File: src/rtl/window_scan_ctrl.sv
// window_scan_ctrl
//   Scans an N x N image with a 3x3 window. It reads one pixel column of a
//   3-row band per cycle and flags the cycles on which a complete window
//   reaches the datapath.
//
//   clk, rst_n     : rising-edge clock, asynchronous active-low reset
//   start          : single-cycle scan request; size and filter sampled with it
//   size[7:0]      : image side N (3..255 accepted)
//   filter[7:0]    : filter select, latched onto filter_sel on accept
//   stall          : freezes address generation while in RUN
//   rd_en          : column read strobe; rows row_addr..row_addr+2, column col_addr
//   row_addr[7:0]  : top row of the current band
//   col_addr[7:0]  : column being read
//   validData      : a full window is at the datapath (one cycle after its read)
//   res_addr       : output pixel address of that window
//   filter_sel     : latched filter select
//   busy           : scan in progress (RUN or DRAIN)
//   done           : end-of-scan pulse, coincident with the last validData
//   size_err       : one-cycle pulse after a start with size < 3
module window_scan_ctrl #(
    parameter int RES_W = 16
) (
    input  logic             clk,
    input  logic             rst_n,
    input  logic             start,
    input  logic [7:0]       size,
    input  logic [7:0]       filter,
    input  logic             stall,
    output logic             rd_en,
    output logic [7:0]       row_addr,
    output logic [7:0]       col_addr,
    output logic             validData,
    output logic [RES_W-1:0] res_addr,
    output logic [7:0]       filter_sel,
    output logic             busy,
    output logic             done,
    output logic             size_err
);

    typedef enum logic [1:0] {
        IDLE  = 2'd0,
        RUN   = 2'd1,
        DRAIN = 2'd2
    } state_t;

    state_t           state;
    state_t           state_nxt;

    logic [7:0]       n_reg;
    logic [RES_W-1:0] out_cnt;
    logic             accept;
    logic             reject;
    logic             last_col;
    logic             last_row;
    logic             last_rd;
    logic             win_rd;

    assign accept   = (state == IDLE) && start && (size >= 8'd3);
    assign reject   = (state == IDLE) && start && (size < 8'd3);
    assign last_col = (col_addr == (n_reg - 8'd1));
    assign last_row = (row_addr == (n_reg - 8'd3));
    assign last_rd  = rd_en && last_col && last_row;
    // Reads of columns 0 and 1 only prime the window; later reads complete one.
    assign win_rd   = rd_en && (col_addr >= 8'd2);

    // State register
    always_ff @(posedge clk or negedge rst_n) begin
        if (!rst_n) begin
            state <= IDLE;
        end else begin
            state <= state_nxt;
        end
    end

    // Next-state logic
    always_comb begin
        state_nxt = state;
        unique case (state)
            IDLE:    if (accept)  state_nxt = RUN;
            RUN:     if (last_rd) state_nxt = DRAIN;
            DRAIN:   state_nxt = IDLE;
            default: state_nxt = IDLE;
        endcase
    end

    // Output logic
    always_comb begin
        rd_en = 1'b0;
        busy  = 1'b0;
        done  = 1'b0;
        unique case (state)
            IDLE:  ;
            RUN: begin
                rd_en = !stall;
                busy  = 1'b1;
            end
            DRAIN: begin
                // The last read completes its window during this one cycle.
                busy = 1'b1;
                done = 1'b1;
            end
            default: ;
        endcase
    end

    // Address counters, window pipeline and latched configuration
    always_ff @(posedge clk or negedge rst_n) begin
        if (!rst_n) begin
            n_reg      <= '0;
            filter_sel <= '0;
            row_addr   <= '0;
            col_addr   <= '0;
            validData  <= 1'b0;
            res_addr   <= '0;
            out_cnt    <= '0;
            size_err   <= 1'b0;
        end else begin
            size_err  <= reject;
            // One-cycle memory latency: the window flag trails its read by one.
            validData <= win_rd;
            // Windows emerge in raster order, so a running count equals
            // row*(N-2) + (col-2) without a multiplier.
            if (win_rd) begin
                res_addr <= out_cnt;
                out_cnt  <= out_cnt + 1'b1;
            end

            if (accept) begin
                n_reg      <= size;
                filter_sel <= filter;
                row_addr   <= '0;
                col_addr   <= '0;
                out_cnt    <= '0;
            end else if (rd_en && !last_rd) begin
                if (last_col) begin
                    col_addr <= '0;
                    row_addr <= row_addr + 8'd1;
                end else begin
                    col_addr <= col_addr + 8'd1;
                end
            end
        end
    end

endmodule

File: config.mk
export PLATFORM = sky130hd
export DESIGN_NAME = window_scan_ctrl
export DESIGN_NICKNAME = d
export VERILOG_FILES = /design/src/rtl/window_scan_ctrl.sv
export SDC_FILE = /design/constraint.sdc
export NUM_CORES = 1
export LEC_CHECK = 0
export CORE_MARGIN = 1.5
export CORE_UTILIZATION = 30
export CTS_CLUSTER_DIAMETER = 50
export DETAILED_ROUTE_END_ITERATION = 16
export PLACE_DENSITY_LB_ADDON = 0.15
export SLEW_MARGIN = 20
export SYNTH_ARGS = -nofsm -noshare
export SYNTH_HDL_FRONTEND = slang
export SYNTH_SLANG_ARGS = --single-unit
export TNS_END_PERCENT = 30
File: constraint.sdc
create_clock -name clk -period 2.4 [get_ports clk]
set_input_delay 0.48 -clock clk [delete_from_list [all_inputs] [get_ports clk]]
set_output_delay 0.48 -clock clk [all_outputs]
set_load 0.01 [all_outputs]
==> Word level (Yosys, flattened, before mapping) <==
Index checks and enable logic that the tools add are counted.
Widths: inputs -> output; s select.
{ "word_totals": {"register_bits": 68, "inputBits": 20, "word_cells": 53} }
{ "op_classes": {"n_addsub": 5, "n_lt_le_gt_ge": 3, "eq_ne": 6, "mux": 14, "n_reduce_logical": 16} }
{ "op_table": {"columns": ["operator", "n"], "rows": [
  ["$mux 8", 6],
  ["$mux 16", 2],
  ["$add 16x1->16 const B", 1],
  ["$add 8x1->8 const B", 2],
  ["$eq 8x8->1", 2],
  ["$ge 8x2->1 const B", 2],
  ["$lt 8x2->1 const B", 1],
  ["$sub 8x1->8 const B", 1],
  ["$sub 8x2->8 const B", 1],
  ["$logic_and 1x1->1", 7],
  ["$reduce_bool 2->1", 3],
  ["$mux 2", 2],
  ["$ne 2x2->1 const B", 2],
  ["$pmux 2 s2", 1],
  ["$reduce_and 2->1", 2],
  ["$mux 1", 3],
  ["$eq 2x1->1 const B", 1],
  ["$eq 2x2->1 const B", 1],
  ["$logic_not 1->1", 2],
  ["$logic_not 2->1", 1],
  ["$reduce_or 2->1", 1]
]} }

==> Longest topological paths before layout <==
{ "logic_depth": {"ltp_word": 8, "depth_mapped": 10, "depth_no_buf": 8} }

==> Worst setup path after synthesis <==
No wires, ideal clock.
{ "synth_path": {"path_type": "reg2reg", "from": "register n_reg[3]", "to": "register row_addr[3]", "setup_time_ps": 78, "t_arrival_ps": 2322, "required_ps": 2322, "path_slack_ps": -1, "path_stages_with_launch": 9, "path_buffers": 2, "period_less_slack_ps": 2401, "cell_sequence": "dfrtp_1 > buf_6 > or3_4 > o31a_1 > o2111a_1 > a31o_1 > buf_6 > or4_1 > a21oi_1"} }
{ "synth_via": {"elab_chain_len": 8, "elab_cells_between_ends": 11} }
{ "synth_lines": {"columns": ["element", "line_no", "rtl"], "rows": [
  ["from (decl)", "49", "logic [7:0] n_reg;"],
  ["from (signal assigned)", "129", "n_reg <= size;"],
  ["$sub 8x1->8", "60", "assign last_col = (col_addr == (n_reg - 8'd1));"],
  ["$eq 8x8->1", "60", null],
  ["$logic_and 1x1->1 (2 in a row)", "62", "assign last_rd = rd_en && last_col && last_row;"],
  ["$logic_not 1->1", "134", "end else if (rd_en && !last_rd) begin"],
  ["$logic_and 1x1->1", "134", null],
  ["$reduce_bool 2->1 (no source line)", null, null],
  ["$reduce_and 2->1 (no source line) *", null, null],
  ["to (signal assigned)", "137", "row_addr <= row_addr + 8'd1;"],
  ["to (decl)", "30", "output logic [7:0] row_addr,"]
]} }
Every way passes the cells marked *; elsewhere a longest branch is shown, timed or not.
A chain may end at the register's enable or synchronous reset.

==> Final worst setup path <==
{ "layout_path": {"from": "register n_reg[2]", "to": "register row_addr[3]"} }
The elaborated chain is that of the path after synthesis.

==> results.py <==
metrics = {
    "worst_setup_path": {
        "r2r_start": "n_reg[2]",
        "timing.critical_path.from": "n_reg[2]",
        "end_kind": "flop",
        "r2r_cells": 6,
        "r2r_slack_ns": -0.04,
        "worst_ep_required_time_ns": 2.66,
        "cp-start-kind": "flop",
        "cp_max_fo": 5,
        "critPathKind": "reg2reg",
        "arrival_ns": 2.70,
    },
    "floorplan": {
        "dieArea_um2": 12840,
        "core-area_um2": 11960,
        "io_pins": 65,
        "initial_core_util": 0.3052,
        "num_rows": 40,
        "fp.dieW_um": 113.3,
        "die_h_um": 113.3,
    },
    "layout": {
        "final_util": 0.4422,
        "diodes": 0,
        "fill_cells": 1169,
        "area_delta_synth_final_pct": 44.86,
        "largestRegisters": "out_cnt: 16 flops, res_addr: 16 flops",
        "nets": 510,
        "drive_gt1_frac": 0.2402,
    },
    "status": {
        "outcome": "finished, violations left",
        "violations": "setup timing",
    },
    "global_route": {
        "grt_start_max_net_pins": 69,
        "grt_pass1_wl_mm": 16.15,
        "gr-total-overflow": 0,
        "grt_pass1_vias": 3124,
        "grt_usage": 0.1618,
        "antenna_found_initial": 0,
    },
    "synthesis": {
        "synth_nets": 400,
        "synth_compound_gate_area_share": 0.09801,
        "synth_simple_gate_area_frac": 0.1991,
        "synth_area_leaders": "dfrtp_1 (47%), nand2_1 (6.6%), mux2_2 (5.2%)",
        "synthAdderAreaFrac": 0.03770,
        "syn_area_um2": 3651,
        "ys.flop_type": "dfrtp_1",
        "synth_top_family_by_area": "simple AND/OR/NAND/NOR gates",
        "synth-xor-area-share": 0.09253,
        "avgSynthCellArea_um2": 9.894,
        "synthCells": 369,
        "yosys_warnings": 0,
        "ys_seq_area_frac": 0.4661,
        "synth_edf_count": 0,
        "ys_ff_latch": 68,
        "synth.largest_area_cell": "dfrtp_1",
        "muxShareOfSynthArea": 0.06340,
        "ys_types": 51,
        "async_flop_share": 1.000,
        "synth_top_area_frac": 0.4661,
    },
    "timing": {
        "fmax_mhz": 409.6,
        "rsz0062_at_grt": "true",
        "tightest_slew_ns": 0.5239,
        "hold_viol_final": 0,
        "worst_slack_ns": -0.04139,
        "period_minus_slack_ns": 2.441,
        "setup_viol": 2,
        "clock_skew_ns": 0.007165,
        "timing.slew.headroom": 0.6475,
        "final-max-slew-violation-count": 0,
        "timing.final.crit_share": 1.017,
    },
    "cts": {
        "cts_sinks": 68,
        "htreeDepth": 3,
        "cts_tree": "yes",
        "cts-root-buf": "clkbuf_16",
        "clkTransAtPathRegs_ns": 0.06,
        "cts_buffer_depth": 2,
        "clock_latency_ns": 0.34,
        "cts_buffers": 9,
    },
    "detailed_routing": {
        "drt_first_iter_violations": 150,
        "postRouteWirelength_mm": 9.653,
        "num_vias": 3113,
        "drc": 0,
        "ant_nets": 0,
        "drt-vias-per-instance": 4.941,
        "wl_per_cell_um": 15.32,
        "drtPass1Iterations": 4,
    },
    "place": {
        "io_buffers": 64,
        "pre_cts_slack_ns": -0.1051,
        "dp_hpwl_mm": 6.824,
        "finalWeightedCongestion": 0.8841,
    },
    "power": {
        "p_leak_nw": 2.380,
        "ir_worst_vdd_mv": 0.4519,
        "power_density_nw_per_um2": 1129,
    },
    "flow_run": {
        "cap_viol_max_count": 0,
    },
    "min_path": {
        "min_path_type": "in2async",
    },
}
==> Yosys cell counts (4+ instances only) <==
cell type,n
dfrtp_1,68
nand2_1,64
nor2_1,23
xor2_1,20
mux2_2,17
xnor2_1,16
a21oi_1,15
nand3_1,15
inv_1,12
ha_1,11
nor3_1,11
clkbuf_1,9
nor4_1,7
nand4_1,6
o22ai_1,6
and3_1,4
buf_6,4
mux2i_1,4
nand2b_1,4
o21ai_0,4
o31ai_1,4
or4_1,4
==> per-layer routing <==
layer  vias up  global-route usage  part of all wire
li1       1516                   -                 -
met2        72              0.2554              0.48
met4         0             0.05333             0.013
met5         -                   0                 0
met1      1516              0.2116              0.46
met3         9             0.05088             0.055
==> power by group <==
| group | switching (W) | internal [W] |
|---|---|---|
| clock network | 0.000496 | 0.00112 |
| logic | 0.00142 | 0.00133 |
| registers | 0.000231 | 0.00138 |
| total | 0.00215 | 0.00382 |
==> cell type report <==
| type | count | area [µm²] | share of cell area |
|---|---|---|---|
| inverter | 12 | 45.04 | 0.008517 |
| tap | 147 | 183.9 | 0.03478 |
| clock inverter | 6 | 137.6 | 0.02602 |
| timing repair buffer | 117 | 1046 | 0.1978 |
| multi-input combinational | 271 | 1949 | 0.3686 |
| clock buffer | 9 | 225.2 | 0.04258 |
| sequential | 68 | 1702 | 0.3217 |
==> path summary, 6_finish.rpt <==
path | endpoint
min in group clk | filter_sel[4]
setup reg to reg | row_addr[3]
hold reg to reg | filter_sel[4]
setup / recovery | row_addr[3]
hold / removal | col_addr[7]
max in group asynchronous | out_cnt[15]
==> critical path, cell delays in order, from the launching register on <==
cell and delay, ns:
dfrtp_1 0.41, or3_4 0.42, o31a_1 0.32, o2111a_2 0.29, a31o_4 0.26, or4_4 0.52
a21oi_2 0.15
==> cell families after synthesis <==
family / after synthesis
muxes: 21
AOI/OAI and AO/OA: 51
adders and majority gates: 11
DFF: 68
xor gates and xnor gates: 37
buffers and inverters: 31
and+or+nand+nor: 150
==> placed cells by master (no fill, tap or decap), drive strengths merged, types with 4 or more instances in the layout <==
cell            n
buf            54
nor3           11
bufinv          4
inv            12
mux2           17
nor2           23
o21ai           5
o31ai           4
dfrtp          68
clkbuf          9
nand2          64
or4             4
nand2b          4
nand3          15
xor2           20
mux2i           4
and3            4
clkdlybuf4s50  63
o22ai           6
nand4           6
a21oi          15
xnor2          16
ha             11
nor4            8
==> through the flow <==
step	TNS [ns]	instance area [µm²]	std cells	total power (W)	hold WS (ns)
finish	-0.05836	5289	630	0.005971	0.1467
global route	-0.2410	5289	630	0.006373	0.1925
CTS	-0.009954	5199	627	0.005863	0.1749
detailed placement	-0.6241	4746	609	0.004045	0.4658
global placement	-0.4810	4746	609	0.004031	0.4622
floorplan	-0.0005058	3651	369	0.003060	0.1844
==> timing repair <==
item,in CTS,in global routing
setup endpoints to repair,13,19
gates cloned,0,1
gates resized for setup,14,14
setup buffers,3,2
hold buffers,0,0
pin swaps,3,10
Power figures use the tool's default switching activity.
